### src/rtl/wbubus_watchdog.sv
`default_nettype none
// wbubus_watchdog: Wishbone pass-through with outstanding-request tracking,
// inactivity timeout, synthetic error return and hard abort until master drops cyc.
module wbubus_watchdog #(
  parameter int AW           = 32,
  parameter int DW           = 32,
  parameter int LGWATCHDOG   = 19,
  parameter int LGMAXPENDING = 4,
  parameter int LGTOCOUNT    = 8
) (
  input  logic                  i_clk,
  input  logic                  i_rst,
  input  logic                  i_mst_cyc,
  input  logic                  i_mst_stb,
  input  logic                  i_mst_we,
  input  logic [AW-1:0]         i_mst_addr,
  input  logic [DW-1:0]         i_mst_data,
  output logic                  o_mst_ack,
  output logic                  o_mst_stall,
  output logic                  o_mst_err,
  output logic [DW-1:0]         o_mst_data,
  output logic                  o_wb_cyc,
  output logic                  o_wb_stb,
  output logic                  o_wb_we,
  output logic [AW-1:0]         o_wb_addr,
  output logic [DW-1:0]         o_wb_data,
  input  logic                  i_wb_ack,
  input  logic                  i_wb_stall,
  input  logic                  i_wb_err,
  input  logic [DW-1:0]         i_wb_data,
  output logic                  o_timeout,
  output logic [LGMAXPENDING:0] o_pending,
  output logic [LGTOCOUNT-1:0]  o_timeout_count
);

  localparam logic [1:0] IDLE  = 2'd0;
  localparam logic [1:0] BUSY  = 2'd1;
  localparam logic [1:0] ABORT = 2'd2;

  localparam logic [LGMAXPENDING:0] MAX_PENDING = {1'b1, {LGMAXPENDING{1'b0}}};

  logic [1:0]              state;
  logic [LGMAXPENDING:0]   pending;
  logic [LGWATCHDOG-1:0]   timer;
  logic [LGTOCOUNT-1:0]    to_count;
  logic                    err_r;
  logic                    timeout_r;

  logic full;
  logic accept;
  logic resp;
  logic timer_clr;
  logic fire;

  // Reset gates the downstream cycle immediately so nothing leaks out mid-reset.
  assign o_wb_cyc  = i_mst_cyc && (state != ABORT) && !i_rst;
  assign full      = (pending == MAX_PENDING);
  assign o_wb_stb  = i_mst_stb && o_wb_cyc && !full;
  assign o_wb_we   = i_mst_we;
  assign o_wb_addr = i_mst_addr;
  assign o_wb_data = i_mst_data;
  assign o_mst_data = i_wb_data;

  assign o_mst_stall = i_wb_stall || full || (state == ABORT);
  assign accept      = o_wb_stb && !i_wb_stall;
  assign resp        = o_wb_cyc && (i_wb_ack || i_wb_err);
  assign o_mst_ack   = i_wb_ack && o_wb_cyc;
  assign o_mst_err   = (i_wb_err && o_wb_cyc) || err_r;

  assign timer_clr = (state != BUSY) || (pending == '0) || accept || resp;
  // A master dropping cyc in the same cycle takes precedence over the timeout.
  assign fire      = !timer_clr && (&timer) && i_mst_cyc;

  assign o_timeout       = timeout_r;
  assign o_pending       = pending;
  assign o_timeout_count = to_count;

  always_ff @(posedge i_clk) begin
    if (i_rst) begin
      state     <= IDLE;
      pending   <= '0;
      timer     <= '0;
      to_count  <= '0;
      err_r     <= 1'b0;
      timeout_r <= 1'b0;
    end else begin
      err_r     <= fire;
      timeout_r <= fire;

      case (state)
        IDLE:    if (i_mst_cyc) state <= BUSY;
        BUSY:    if (!i_mst_cyc) state <= IDLE;
                 else if (fire) state <= ABORT;
        ABORT:   if (!i_mst_cyc) state <= IDLE;
        default: state <= IDLE;
      endcase

      if (!o_wb_cyc || i_wb_err)
        pending <= '0;
      else if (accept && !i_wb_ack)
        pending <= pending + 1'b1;
      else if (i_wb_ack && !accept && (pending != '0))
        pending <= pending - 1'b1;

      if (timer_clr || fire)
        timer <= '0;
      else
        timer <= timer + 1'b1;

      if (fire && !(&to_count))
        to_count <= to_count + 1'b1;
    end
  end

endmodule
`default_nettype wire
### config.mk
export PLATFORM = sky130hd
export DESIGN_NAME = wbubus_watchdog
export DESIGN_NICKNAME = d
export VERILOG_FILES = /design/src/rtl/wbubus_watchdog.sv
export SDC_FILE = /design/constraint.sdc
export NUM_CORES = 1
export LEC_CHECK = 0
export CORE_MARGIN = 2
export CORE_UTILIZATION = 35
export DETAILED_ROUTE_END_ITERATION = 8
export PLACE_DENSITY_LB_ADDON = 0.08
export SETUP_SLACK_MARGIN = 0.5
export SYNTH_ARGS = -nofsm -noshare
export SYNTH_HDL_FRONTEND = slang
export SYNTH_SLANG_ARGS = --single-unit
### constraint.sdc
create_clock -name i_clk -period 6.95 [get_ports i_clk]
set_input_delay 1.39 -clock i_clk [delete_from_list [all_inputs] [get_ports i_clk]]
set_output_delay 1.39 -clock i_clk [all_outputs]
set_load 0.01 [all_outputs]
==> flow_summary.json, run 1 <==
{
  "switching_power_mw": 0.0841,
  "synthTopCellsByArea": "buf_4, dfxtp_1, nor2_1, xnor2_1, xor2_1",
  "pwr-share-clk_pct": 39.3,
  "cts_resized": 0,
  "slew_viol_final": 0,
  "post-dp-hpwl_mm": 3.98,
  "netlist_instances": 292,
  "worst_ir_drop_vdd_mv": 0.0701,
  "io-pin-count": 220,
  "worstPathRequired_ps": 5560,
  "cts_buffers": 5,
  "core_um2": 6870,
  "hold_path_class": "register to register",
  "worstSkewPairLatency_ps": 290,
  "htree_levels": 2,
  "gp_congestion": 0.718,
  "powerDensity_nw_per_um2": 166,
  "syn_area_um2": 2520,
  "drt_first_pass_iters": 4,
  "multi_input_area_um2": 1040,
  "drc": 0,
  "cp-end-kind": "primary output",
  "synth_edf_count": 0,
  "placementRows": 30,
  "slew_headroom_pct": 55.3,
  "grt_use_total_pct": 13.1,
  "die_w_um": 88.9,
  "finalCriticalPeriod_ps": 4700,
  "setup_tns_ps": 0,
  "cts-root-buf": "clkbuf_8",
  "synth.largest_area_cell": "buf_4",
  "layout_commonest_cell": "dfxtp_1",
  "fillerInstances": 757,
  "setup_ws_ps": 2250,
  "vias": 1551,
  "cap_violations": 0,
  "yosysTopAreaCellShare_pct": 29.2,
  "die_y_um": 88.9,
  "cp_max_fo": 13,
  "ant_nets": 0,
  "final-setup-viol-count": 0,
  "p_leak_nw": 0.761,
  "synthFlopType": "dfxtp_1",
  "drtIter0Drc": 54,
  "final_cell_mix": "dfxtp_1, nor2_1, clkdlybuf4s50_1",
  "async_flop_share_pct": 0,
  "drive_above_1_share_pct": 7.17,
  "p_comb_share_pct": 5.5,
  "grt-ovfl-total": 0,
  "grt_pass1_vias": 1524,
  "rsz0062_at_grt": "no",
  "synth_seq_cells": 35,
  "dieArea_um2": 7900,
  "viasPerCell": 4.86,
  "num_antenna_cells": 0,
  "synth_cell_types": 46,
  "cts_tree": "done",
  "antenna_found_initial": 0,
  "start_util_pct": 36.7,
  "fin_crit_sh_pct": 67.7,
  "grt_max_degree": 19,
  "path_class": "input port to primary output",
  "skew_ps": 4.93,
  "fin_nets": 332,
  "swShare_pct": 23.0,
  "seq_area_frac_synth_pct": 27.8,
  "synthesis.nets": 402,
  "yosysWarnings": 0,
  "worstPathArrival_ps": 3310,
  "worst_pin_slew_ps": 664,
  "post_drt_wl_per_cell_um": 15.9,
  "critPathLaunchType": "input port",
  "wl_mm": 5.07,
  "cts_setup_buffers": 0,
  "clockBufferDepth": 2,
  "fmax_mhz": 213,
  "seqPwrFrac_pct": 55.2,
  "pre_cts_ws_ps": 2220,
  "port_buffers": 25,
  "cellInternalPower_mw": 0.282,
  "postCtsHoldBufs": 0,
  "seq_area_um2": 701,
  "finalHoldViolCount": 0,
  "clk_pin_slew_worst_paths_ps": 70,
  "avgSynthCellArea_um2": 8.63,
  "status": "complete, no violations",
  "grt_pass1_wl_mm": 7.82,
  "numClockSinks": 35,
  "area_growth_pct": -12.5,
  "reg2reg_slack_ps": 4130
}
==> final timing paths <==
path	startpoint	endpoint	cells past startpoint
worst max-delay path	i_rst	o_wb_stb	6
worst min-delay path	timer[0]	timer[0]	1
worst max register to register	state[1]	o_pending[4]	9
worst min register to register	timer[0]	timer[0]	1
==> worst max-delay path, cell delays in order <==
cell	delay [ps]
clkdlybuf4s50_1	660
nand2b_1	340
nor2_1	220
nand2_1	80
nor2_1	90
clkdlybuf4s50_1	540
==> metal layers <==
layer	up-vias	wire, µm	GRT usage (%)
met2	86	2460	21.6
li1	741	-	-
met5	-	0	0
met3	17	541	6.34
met4	0	102	5.65
met1	707	1970	14.2
==> logic make-up (layout without fill, tap and decap cells) <==
logic type | count (synthesis) | count (layout) | synth area share [%]
buf+inv | 106 | 37 | 31.0
simple gates | 94 | 94 | 21.8
flops | 35 | 35 | 27.8
compound gates | 26 | 26 | 7.20
xor+xnor | 21 | 21 | 7.30
fa+ha+maj | 6 | 6 | 3.28
mux | 4 | 4 | 1.64
==> synth_stat cells, drive strengths merged (2+ instances only) <==
library cell  instances
nor2b                 4
nand2                 8
a21oi                 8
and3                  3
dfxtp                35
buf                 101
xnor2                13
nand3                 8
nand2b                2
nor4                  6
nor3b                 2
or3                   9
and2                  3
mux2i                 3
xor2                  8
ha                    5
nand4                 5
nor2                 33
nand4b                3
nor3                  4
inv                   4
o21ai                 8
a21o                  3
==> registers in the layout (all words and copies together) (netlist names) <==
| signal | flops |
|---|---|
| timer | 19 |
| o_timeout | 1 |
| o_pending | 5 |
| state | 2 |
| o_timeout_count | 8 |
==> layout make-up <==
class | count | area share [%]
sequential | 35 | 31.7
inverter | 4 | 0.680
clock buffer | 7 | 3.46
timing repair buffer | 25 | 11.3
tap | 96 | 5.44
clock inverter | 1 | 0.227
multi-input combinational | 151 | 47.1
==> power by group through the flow <==
stage	logic (mW)	clock network [mW]	registers, mW
CTS	0.0203	0.152	0.202
global route	0.0223	0.162	0.202
global placement	0.0203	0	0.207
floorplan	0.0683	0	0.207
detailed placement	0.0202	0	0.207
finish	0.0201	0.144	0.202
==> stage by stage <==
step / area [µm²] / hold WS [ps] / power (mW) / util [%] / cells
after floorplan: 2520 / 430 / 0.275 / - / 292
after global placement: 2130 / 455 / 0.227 / 30.9 / 311
after detailed placement: 2130 / 463 / 0.227 / 30.9 / 311
after CTS: 2210 / 477 / 0.374 / 32.1 / 319
after global routing: 2210 / 494 / 0.387 / 32.1 / 319
final: 2210 / 464 / 0.366 / 32.1 / 319
Power figures use the tool's default switching activity.
==> inputs of run 2 (changes only) <==
- CORE_UTILIZATION: 35 -> 32
- clock period: 6.95 -> 4.66 ns (I/O delays scaled with it)
==> flow_summary.json, run 2 (synthesized netlist as in run 1, its figures left out) <==
{
  "final_util_pct": 28.8,
  "setup_tns_ps": 0,
  "skew_ps": 6.21,
  "io-pin-count": 220,
  "clockBufferDepth": 2,
  "numClockSinks": 35,
  "status": "complete, no violations",
  "cpMostUsedCell": "or3_1",
  "worstPathRequired_ps": 4840,
  "drive_above_1_share_pct": 7.21,
  "grt-ovfl-total": 0,
  "wl_mm": 4.35,
  "cts-root-buf": "clkbuf_8",
  "rsz0062_at_grt": "no",
  "drtIter0Drc": 56,
  "grt_max_degree": 19,
  "worst_pin_slew_ps": 729,
  "placementRows": 32,
  "ant_nets": 0,
  "cp_max_fo": 13,
  "critPathLaunchType": "input port",
  "crit_path_cell_trace": "clkdlybuf4s50_1 -> buf_4 -> nand3b_1 -> or3_1 -> or3_1 -> fa_1 -> a21o_1 -> a21oi_1 -> and3_1 -> o21ai_0 -> o311a_1",
  "top_register": "timer",
  "worst_path_largest_cell_delay_ps": 430,
  "fin_nets": 333,
  "final-setup-viol-count": 0,
  "postCtsHoldBufs": 0,
  "cts_tree": "done",
  "slew_viol_final": 0,
  "reg2reg_slack_ps": 1860,
  "hold_path_class": "register to register",
  "port_buffers": 25,
  "place_inst": 318,
  "cts_setup_buffers": 0,
  "htree_levels": 2,
  "grt_pass1_vias": 1447,
  "layout_commonest_cell": "dfxtp_1",
  "post-dp-hpwl_mm": 3.20,
  "path_class": "input port to register",
  "clk_pin_slew_worst_paths_ps": 70,
  "finalHoldViolCount": 0,
  "drt_first_pass_iters": 4,
  "cts_buffers": 5,
  "hold_depth": 1,
  "largest_register_ffs": 19,
  "worstSkewPairLatency_ps": 280,
  "cap_violations": 0,
  "finalCriticalPeriod_ps": 3670,
  "r2r_cells": 9,
  "slew_headroom_pct": 51.0,
  "die_w_um": 92.8,
  "worstPathArrival_ps": 3840,
  "fmax_mhz": 273,
  "final-instance-count-excl-fill": 324,
  "die_y_um": 92.8,
  "dieArea_um2": 8600,
  "p_leak_nw": 0.760,
  "post_drt_wl_per_cell_um": 13.4,
  "fillerInstances": 844,
  "drc": 0,
  "gp_congestion": 0.729,
  "area_growth_pct": -12.2,
  "antenna_found_initial": 0,
  "viasPerCell": 4.65,
  "core_um2": 7690,
  "worst-path-buf-inv": 2,
  "fin_crit_sh_pct": 78.7,
  "powerDensity_nw_per_um2": 241,
  "start_util_pct": 32.8,
  "final_cell_mix": "dfxtp_1, nor2_1, clkdlybuf4s50_1",
  "cp-end-kind": "register",
  "critPathTopFamily": "simple AND/OR/NAND/NOR gates",
  "worst_ir_drop_vdd_mv": 0.0991,
  "grt_pass1_wl_mm": 7.11,
  "grt_use_total_pct": 10.3,
  "crit_slowest_cell": "or3_1",
  "vias": 1508,
  "num_antenna_cells": 0,
  "cts_resized": 0,
  "crit_cells": 11
}
==> run 2: final cells by class <==
cell class / instances / area (µm²) / area share, %
Inverter: 4 / 15.0 / 0.678
Sequential cell: 35 / 701 / 31.7
Multi-Input combinational cell: 151 / 1040 / 47.0
Tap cell: 102 / 128 / 5.77
Clock buffer: 6 / 72.6 / 3.28
Timing Repair Buffer: 26 / 258 / 11.6
==> run 2: worst reg2reg max path, cell delays in order, from the launching register on <==
cell and delay, ps:
dfxtp_1 330, nor2b_1 180, or3_1 450, or3_1 430, fa_1 430, a21o_1 190, a21oi_1 260, and3_1 210
o21ai_0 90, o311a_1 130
==> run 2: metal layers <==
layer,track usage (%),wire [µm],up-vias
li1,-,-,743
met1,11.9,1910,683
met2,15.3,1950,66
met3,5.94,422,16
met4,5.02,62,0
met5,0,0,-
==> run 2: through the flow <==
stage / power (mW) / instance area, µm² / hold slack (ps) / worst slack (ps)
finish: 0.534 / 2210 / 464 / 992
detailed placement: 0.339 / 2140 / 456 / 712
CTS: 0.545 / 2210 / 472 / 1010
global route: 0.562 / 2210 / 495 / 790
global placement: 0.339 / 2140 / 449 / 721
floorplan: 0.410 / 2520 / 430 / 1460
==> run 2: report_power, final <==
part	switching (mW)	internal (mW)
Combinational	0.0143	0.0159
Sequential	0.00132	0.300
Clock	0.103	0.0996
==> run 2: final timing paths <==
path | startpoint | endpoint
worst max-delay path | i_rst | o_pending[4]
worst max register to register | state[1] | o_pending[4]
worst min register to register | timer[0] | timer[0]
worst min-delay path | timer[0] | timer[0]
==> inputs of run 3 (changes only) <==
- CORE_UTILIZATION: 32 -> 29
- clock period: 4.66 -> 3.2 ns (I/O delays scaled with it)
==> flow_summary.json, run 3 (synthesized netlist as in run 1, its figures left out) <==
{
  "slew_viol_final": 0,
  "largest_register_ffs": 19,
  "critPathTopFamily": "simple AND/OR/NAND/NOR gates",
  "antenna_found_initial": 0,
  "whs_ps": 463,
  "core_um2": 8590,
  "powerDensity_nw_per_um2": 346,
  "fmax_mhz": 382,
  "fin_crit_sh_pct": 81.8,
  "fillerInstances": 939,
  "worstPathRequired_ps": 3380,
  "num_antenna_cells": 0,
  "wl_mm": 5.18,
  "final-instance-count-excl-fill": 348,
  "p_leak_nw": 0.855,
  "worst-path-buf-inv": 1,
  "cts_buffers": 5,
  "grt_pass1_wl_mm": 8.36,
  "dieArea_um2": 9460,
  "drtIter0Drc": 49,
  "die_y_um": 97.2,
  "grt-ovfl-total": 0,
  "clk_pin_slew_worst_paths_ps": 80,
  "cp_max_fo": 4,
  "status": "complete, no violations",
  "cpMostUsedCell": "or3_4",
  "worst_pin_slew_ps": 683,
  "grt_max_degree": 19,
  "grt_use_total_pct": 11.0,
  "drc": 0,
  "ant_nets": 0,
  "vias": 1570,
  "fin_nets": 349,
  "skew_ps": 8.12,
  "cp-end-kind": "register",
  "gp_congestion": 0.753,
  "top_register": "timer",
  "numClockSinks": 35,
  "die_w_um": 97.2,
  "cts_tree": "done",
  "finalCriticalPeriod_ps": 2620,
  "crit_path_cell_trace": "clkdlybuf4s15_1 -> nand3b_1 -> or3_4 -> or3_4 -> fa_2 -> a21o_1 -> a21oi_2 -> and3_1 -> o21ai_1 -> o311a_1",
  "clockBufferDepth": 2,
  "crit_slowest_cell": "or3_4",
  "port_buffers": 25,
  "critPathLaunchType": "input port",
  "slew_headroom_pct": 54.0,
  "finalHoldViolCount": 0,
  "rsz0062_at_grt": "yes",
  "path_class": "input port to register",
  "area_growth_pct": -6.30,
  "grt_pass1_vias": 1574,
  "worst_ir_drop_vdd_mv": 0.134,
  "worst_path_largest_cell_delay_ps": 400,
  "cts-root-buf": "clkbuf_8",
  "post_drt_wl_per_cell_um": 14.9,
  "drt_first_pass_iters": 4,
  "htree_levels": 2,
  "placementRows": 34,
  "final_cell_mix": "dfxtp_1, nor2_1, clkdlybuf4s50_1",
  "viasPerCell": 4.51,
  "place_inst": 333,
  "reg2reg_slack_ps": 710,
  "worstPathArrival_ps": 2800,
  "drive_above_1_share_pct": 18.3,
  "io-pin-count": 220,
  "hold_path_class": "register to register",
  "layout_commonest_cell": "dfxtp_1",
  "worstSkewPairLatency_ps": 290,
  "post-dp-hpwl_mm": 3.81,
  "cap_violations": 0,
  "final-setup-viol-count": 0,
  "start_util_pct": 29.3
}
[run 3: path summary, 6_finish.rpt]
path	cells after the start	from	endpoint
setup / recovery	10	i_mst_cyc	o_pending[4]
hold reg to reg	1	timer[0]	timer[0]
setup reg to reg	9	state[1]	o_pending[4]
hold / removal	1	timer[0]	timer[0]
[run 3: final cells by class]
class	count	area (µm²)	share of cell area, %
multi-input combinational	151	1060	44.9
tap	108	135	5.72
inverter	4	15.0	0.636
clock inverter	2	12.5	0.530
timing repair buffer	42	364	15.4
sequential	35	703	29.8
clock buffer	6	72.6	3.07
[run 3: where the power goes]
group          internal, mW  leakage, nW  total [mW]  switching, mW
clock                 0.152       0.0412       0.325          0.172
combinational        0.0286        0.531      0.0536         0.0251
sequential            0.437        0.283       0.438        0.00179
total                 0.618        0.855       0.817          0.199
[run 3: worst register-to-register path: cells and delay by family (launching register included)]
family | cells | cell delay (ps)
AOI/OAI and AO/OA | 4 | 530
adders and majority gates | 1 | 370
DFF | 1 | 340
and+or+nand+nor | 4 | 1160
[run 3: what timing repair did]
action | CTS | global route
setup buffers | 7 | 0
hold buffers | 0 | 0
resized for setup | 15 | 3
cloned | 0 | 0
pin swaps | 10 | 3
setup endpoints to repair | 7 | 2
[run 3: through the flow]
stage               setup WS [ps]  instance area (µm²)  setup TNS (ps)  util, %  power [mW]
finish                        582                 2360               0     27.5       0.817
global route                  484                 2360               0     27.5       0.860
CTS                           509                 2360               0     27.4       0.839
detailed placement          -67.1                 2230           -67.1     26.0       0.501
global placement            -13.2                 2230           -13.2     26.0       0.502
floorplan                     482                 2540               0        -       0.598
[run 3: per-layer routing]
metal  wire, µm  GRT usage, %  vias to the layer above
met2       2220          16.5                       64
met3        370          4.24                       35
met4        291          7.59                        0
li1           -             -                      777
met1       2300          12.9                      694
met5          0             0                        -
